--- config.mk ---
export PLATFORM = sky130hd
export DESIGN_NAME = ky32_enc
export DESIGN_NICKNAME = d
export VERILOG_FILES = /design/src/rtl/ky32_enc.sv
export SDC_FILE = /design/constraint.sdc
export NUM_CORES = 1
export LEC_CHECK = 0
export ABC_CLOCK_PERIOD_IN_PS = 6600
export CORE_MARGIN = 4
export CORE_UTILIZATION = 40
export CTS_BUF_LIST = sky130_fd_sc_hd__clkbuf_4 sky130_fd_sc_hd__clkbuf_8
export CTS_CLUSTER_DIAMETER = 200
export DETAILED_ROUTE_END_ITERATION = 8
export HOLD_SLACK_MARGIN = 0.02
export PLACE_DENSITY = 0.67
export SLEW_MARGIN = 0
export SYNTH_ARGS = -nofsm -noshare
export SYNTH_HDL_FRONTEND = slang
export SYNTH_SLANG_ARGS = --single-unit
--- constraint.sdc ---
create_clock -name clk -period 6.6 [get_ports clk]
set_input_delay 0.99 -clock clk [delete_from_list [all_inputs] [get_ports clk]]
set_output_delay 0.99 -clock clk [all_outputs]
set_load 0.05 [all_outputs]
--- src/rtl/ky32_enc.sv ---
// KY32 instruction encoder: symbolic micro-ops in, RV32I words out, LI expanded to LUI/ADDI.
// Define KY32_ENC_COUNT_EN to add the word_cnt output (count of words handed to the sink).
module ky32_enc #(
    parameter int XLEN = 32
) (
    input  logic            clk,
    input  logic            rst,
    input  logic            in_valid,
    output logic            in_ready,
    input  logic [4:0]      in_op,
    input  logic [4:0]      in_rd,
    input  logic [4:0]      in_rs1,
    input  logic [4:0]      in_rs2,
    input  logic [XLEN-1:0] in_imm,
    output logic            out_valid,
    input  logic            out_ready,
    output logic [XLEN-1:0] out_insn,
    output logic            out_last,
    output logic            err
`ifdef KY32_ENC_COUNT_EN
    ,
    output logic [31:0]     word_cnt
`endif
);

    typedef enum logic {IDLE, EMIT2} state_e;

    localparam logic [6:0] OPC_R   = 7'b0110011;
    localparam logic [6:0] OPC_I   = 7'b0010011;
    localparam logic [6:0] OPC_LD  = 7'b0000011;
    localparam logic [6:0] OPC_ST  = 7'b0100011;
    localparam logic [6:0] OPC_BR  = 7'b1100011;
    localparam logic [6:0] OPC_LUI = 7'b0110111;
    localparam logic [6:0] OPC_JAL = 7'b1101111;

    state_e            state_q, state_d;
    logic              out_valid_q, out_valid_d;
    logic [XLEN-1:0]   out_insn_q, out_insn_d;
    logic              out_last_q, out_last_d;
    logic              err_q, err_d;
    logic [XLEN-1:0]   pend_q, pend_d;

    logic [XLEN-1:0]   enc_word, enc_second;
    logic              enc_last, enc_bad, enc_two;
    logic [2:0]        f3;
    logic [6:0]        f7;
    logic              fit12, fit13, fit21;
    logic [19:0]       li_hi;
    logic              accept, out_fire;

    assign in_ready  = (state_q == IDLE) & (~out_valid_q | out_ready);
    assign accept    = in_valid & in_ready;
    assign out_fire  = out_valid_q & out_ready;
    assign out_valid = out_valid_q;
    assign out_insn  = out_insn_q;
    assign out_last  = out_last_q;
    assign err       = err_q;

    // Signed-range checks: all bits above the field must equal its sign bit.
    assign fit12 = (&in_imm[31:11]) | ~(|in_imm[31:11]);
    assign fit13 = (&in_imm[31:12]) | ~(|in_imm[31:12]);
    assign fit21 = (&in_imm[31:20]) | ~(|in_imm[31:20]);
    // Rounding the upper part compensates for the sign-extended low 12 bits of the ADDI.
    assign li_hi = in_imm[31:12] + {19'd0, in_imm[11]};

    always_comb begin
        f3 = 3'b000;
        f7 = 7'b0000000;
        case (in_op)
            5'd1:        f7 = 7'b0100000;
            5'd2, 5'd8:  f3 = 3'b111;
            5'd3, 5'd9:  f3 = 3'b110;
            5'd4, 5'd10: f3 = 3'b100;
            5'd5:        f3 = 3'b001;
            5'd6:        begin f3 = 3'b101; f7 = 7'b0100000; end
            5'd11, 5'd12: f3 = 3'b010;
            5'd14:       f3 = 3'b001;
            default:     ;
        endcase
    end

    always_comb begin
        enc_word   = '0;
        enc_second = '0;
        enc_last   = 1'b1;
        enc_bad    = 1'b0;
        enc_two    = 1'b0;
        case (in_op)
            5'd0, 5'd1, 5'd2, 5'd3, 5'd4, 5'd5, 5'd6:
                enc_word = {f7, in_rs2, in_rs1, f3, in_rd, OPC_R};
            5'd7, 5'd8, 5'd9, 5'd10: begin
                enc_bad  = ~fit12;
                enc_word = {in_imm[11:0], in_rs1, f3, in_rd, OPC_I};
            end
            5'd11: begin
                enc_bad  = ~fit12;
                enc_word = {in_imm[11:0], in_rs1, f3, in_rd, OPC_LD};
            end
            5'd12: begin
                enc_bad  = ~fit12;
                enc_word = {in_imm[11:5], in_rs2, in_rs1, f3, in_imm[4:0], OPC_ST};
            end
            5'd13, 5'd14: begin
                enc_bad  = ~fit13 | in_imm[0];
                enc_word = {in_imm[12], in_imm[10:5], in_rs2, in_rs1, f3,
                            in_imm[4:1], in_imm[11], OPC_BR};
            end
            5'd15:
                enc_word = {in_imm[31:12], in_rd, OPC_LUI};
            5'd16: begin
                enc_bad  = ~fit21 | in_imm[0];
                enc_word = {in_imm[20], in_imm[10:1], in_imm[11], in_imm[19:12], in_rd, OPC_JAL};
            end
            5'd17: begin
                if (fit12) begin
                    enc_word = {in_imm[11:0], 5'd0, 3'b000, in_rd, OPC_I};
                end else begin
                    enc_word = {li_hi, in_rd, OPC_LUI};
                    if (in_imm[11:0] != 12'd0) begin
                        enc_two    = 1'b1;
                        enc_last   = 1'b0;
                        enc_second = {in_imm[11:0], in_rd, 3'b000, in_rd, OPC_I};
                    end
                end
            end
            default: enc_bad = 1'b1;
        endcase
    end

    always_comb begin
        state_d     = state_q;
        out_valid_d = out_valid_q & ~out_ready;
        out_insn_d  = out_insn_q;
        out_last_d  = out_last_q;
        err_d       = 1'b0;
        pend_d      = pend_q;
        case (state_q)
            IDLE: begin
                if (accept) begin
                    if (enc_bad) begin
                        err_d = 1'b1;
                    end else begin
                        out_valid_d = 1'b1;
                        out_insn_d  = enc_word;
                        out_last_d  = enc_last;
                        if (enc_two) begin
                            state_d = EMIT2;
                            pend_d  = enc_second;
                        end
                    end
                end
            end
            EMIT2: begin
                // The LUI is still in the output register; swap in the ADDI as it leaves.
                if (out_fire) begin
                    out_valid_d = 1'b1;
                    out_insn_d  = pend_q;
                    out_last_d  = 1'b1;
                    state_d     = IDLE;
                end
            end
            default: state_d = IDLE;
        endcase
    end

    always_ff @(posedge clk or posedge rst) begin
        if (rst) begin
            state_q     <= IDLE;
            out_valid_q <= 1'b0;
            out_insn_q  <= '0;
            out_last_q  <= 1'b0;
            err_q       <= 1'b0;
            pend_q      <= '0;
        end else begin
            state_q     <= state_d;
            out_valid_q <= out_valid_d;
            out_insn_q  <= out_insn_d;
            out_last_q  <= out_last_d;
            err_q       <= err_d;
            pend_q      <= pend_d;
        end
    end

`ifdef KY32_ENC_COUNT_EN
    logic [31:0] cnt_q, cnt_d;

    assign cnt_d    = out_fire ? cnt_q + 32'd1 : cnt_q;
    assign word_cnt = cnt_q;

    always_ff @(posedge clk or posedge rst) begin
        if (rst) cnt_q <= '0;
        else     cnt_q <= cnt_d;
    end
`endif

endmodule

==> results.tsv <==
stage	metric	value	unit
timing	worst_pin_slew	1080	ps
critical_path	cp-start-kind	input port	
critical_path	r2r-start	state_q	
layout	area_growth	28.9	%
route	ant_nets	0	
layout	drive_above_1_share	8.64	%
clocking	cts_setup_buffers	0	
synthesis	synth_area_leaders	dfrtp_1 36%, nand2_1 5.5%, mux2_4 5.3%	
synthesis	synth_cell_type_count	65	
layout	stdcell_area	4740	um2
placed_design	place_hpwl	9550	um
clocking	hold_buffers	0	
placed_design	port_buffers	91	
synthesis	synth_top_area_share	36.1	%
synthesis	syn_inst	433	
critical_path	path_delay_family	simple AND/OR/NAND/NOR gates	
critical_path	crit_chain	clkdlybuf4s50_1 -> or4b_1 -> nor2_1 -> o21ai_0 -> o21ai_1 -> nand2_2 -> a311o_1 -> buf_4 -> mux2_1	
global_routing	grt_max_degree	54	
synthesis	yosysWarnings	0	
synthesis	yosysTopAreaCell	dfrtp_1	
synthesis	synth_flop_cell	dfrtp_1	
floorplan	initial_core_util	41.6	%
floorplan	die_h	104	um
timing	finalMaxSlewViolations	0	
global_routing	grt_overflow_total	0	
critical_path	cp-startpoint	in_op[1]	
clocking	h-tree-depth	2	
timing	clock.fmax	237	MHz
critical_path	crit_path_max_incr_delay	800	ps
critical_path	required	6800	ps
route	avgViaCountPerCell	6.10	
global_routing	grt_pass1_wl	20100	um
layout	final_cells	617	
synthesis	seq_area_frac_synth	36.1	%
clocking	root_buffer	clkbuf_8	
synthesis	async_reset_ff_share	100	%
clocking	cts.sinks	53	
route	drc_errors	0	
route	drtPass1Iterations	5	
run_status	status	complete, no violations	
synthesis	synth_edf_count	0	
layout	antenna_cells	0	
global_routing	grt_pass1_vias	3715	
route	wl_per_cell	20.2	um
floorplan	ios	92	
critical_path	critPathKind	input port to flop	
worst_hold_path	hp-start	pend_q[4]	
timing	setup_violations	0	
timing	finalCritPeriodShare	64.0	%
job	cap_violations	0	
clocking	path_clk_slew	100	ps
power_and_ir_drop	power	1.17	mW
timing	post-route-min-period	4220	ps
floorplan	fp.dieArea	10800	um2
clocking	cts_tree	built	
worst_hold_path	hold_path.class	flop to flop	
power_and_ir_drop	power_density	247	nW/um2
critical_path	cp-end-kind	flop	
synthesis	synth_area	3680	um2
route	drtIter0Drc	269	
synthesis	ys_top_cells_by_count	54 x nand2_1, 53 x dfrtp_1, 31 x nor2_1	
synthesis	synth.most_common_cell	nand2_1	
timing	rsz0062_at_grt	no	
power_and_ir_drop	leakage	1.89	nW
placed_design	dpl-instance-area	4650	um2
route	drt_wl_total	12500	um
timing	tns	0	ps
global_routing	grt_use_total	22.9	%
floorplan	core-area	8850	um2
clocking	numCtsBuffers	5	
critical_path	crit_buf_inv	2	
timing	final_hold_viol_count	0	
layout	final_nets	567	
floorplan	die_w	104	um
timing	fin_skew	9.30	ps
critical_path	cp_slowest_cell	clkdlybuf4s50_1	
synthesis	syn_avg_cell_area	8.49	um2
synthesis	syn_nets	492	
power_and_ir_drop	peakVddDrop	0.110	mV
clocking	insertion_delay	320	ps
synthesis	ys_ff_latch	53	
floorplan	rows	34	
clocking	clockBufferDepth	2	
timing	slew_headroom	27.9	%
clocking	ctsResizeCount	0	
global_routing	antenna_found_initial	0	
placed_design	place_congestion	0.922	
route	vias	3763	
placed_design	dp.cells	609	
layout	fillers	843	
critical_path	arrival	4420	ps
critical_path	cp_max_fo	23	
-- area by class of cell --
cell class              instances  area [um2]  area share, %
flip-flops and latches         53        1330           28.0
well taps                     108         135           2.85
clock buffers                   6        76.3           1.61
repair buffers                 97         956           20.2
inverters                      17        63.8           1.35
clock inverters                 2        13.8          0.290
multi-input cells             334        2170           45.8
-- per-layer routing --
layer  vias to the layer above  global-route usage, %  routed length, um
met2                       176                   36.9               5670
li1                       1773                      -                  -
met3                        25                   3.79                828
met4                         0                   7.50                344
met5                         -                      0                  0
met1                      1789                   31.4               5620
-- flip-flops by register name, summed over array words and instances, names as in the netlist --
signal     flops
err            1
out_insn      31
out_last       1
out_valid      1
pend_q        18
state_q        1
-- cell families (layout without fill, tap and decap cells) --
group / Yosys count / after routing / synth area share, %
xor gates and xnor gates: 7 / 7 / 1.67
AOI/OAI and AO/OA: 137 / 137 / 25.9
DFF: 53 / 53 / 36.1
adders and majority gates: 3 / 3 / 1.02
muxes: 23 / 23 / 8.34
buffers and inverters: 46 / 122 / 5.44
and+or+nand+nor: 164 / 164 / 21.6
-- through the flow --
stage,utilization [%],setup WS [ps],hold slack [ps]
2_1_floorplan,-,3130,425
4_1_cts,53.6,2430,474
3_3_place_gp,52.6,2150,447
6_report,53.6,2380,474
3_5_place_dp,52.6,2110,449
5_1_grt,53.6,2210,505
-- report_power, final --
group          internal, mW  switching [mW]
clock network        0.0802           0.116
registers             0.392          0.0394
logic                 0.201           0.340
-- worst register-to-register path, delay by kind of cell, from the launching register on --
| kind | cells | cell delay (ps) |
|---|---|---|
| flip-flops | 1 | 460 |
| AND/OR/NAND/NOR | 2 | 340 |
| buffers and inverters | 1 | 240 |
| AO/OA/AOI/OAI | 3 | 1040 |
| multiplexers | 1 | 360 |
-- placed cells by master, fill, tap and decap left out, types with 10 or more instances in the layout --
cell type	n
mux2_4	13
dfrtp_1	53
nor3_1	14
nand2_1	54
a31oi_1	10
clkdlybuf4s50_1	91
nand3_1	18
inv_1	15
o21ai_0	25
a21oi_1	22
nor2_1	31
o21a_1	10
-- worst paths after layout --
check	endpoint	slack (ps)	depth (start not counted)
hold / removal	pend_q[4]	470	1
max in group asynchronous	out_insn[13]	4670	2
setup / recovery	pend_q[23]	2380	9
hold reg to reg	pend_q[4]	470	1
setup reg to reg	pend_q[23]	4050	7
min in group asynchronous	out_insn[8]	1270	2
(Power assumes the default switching activity.)
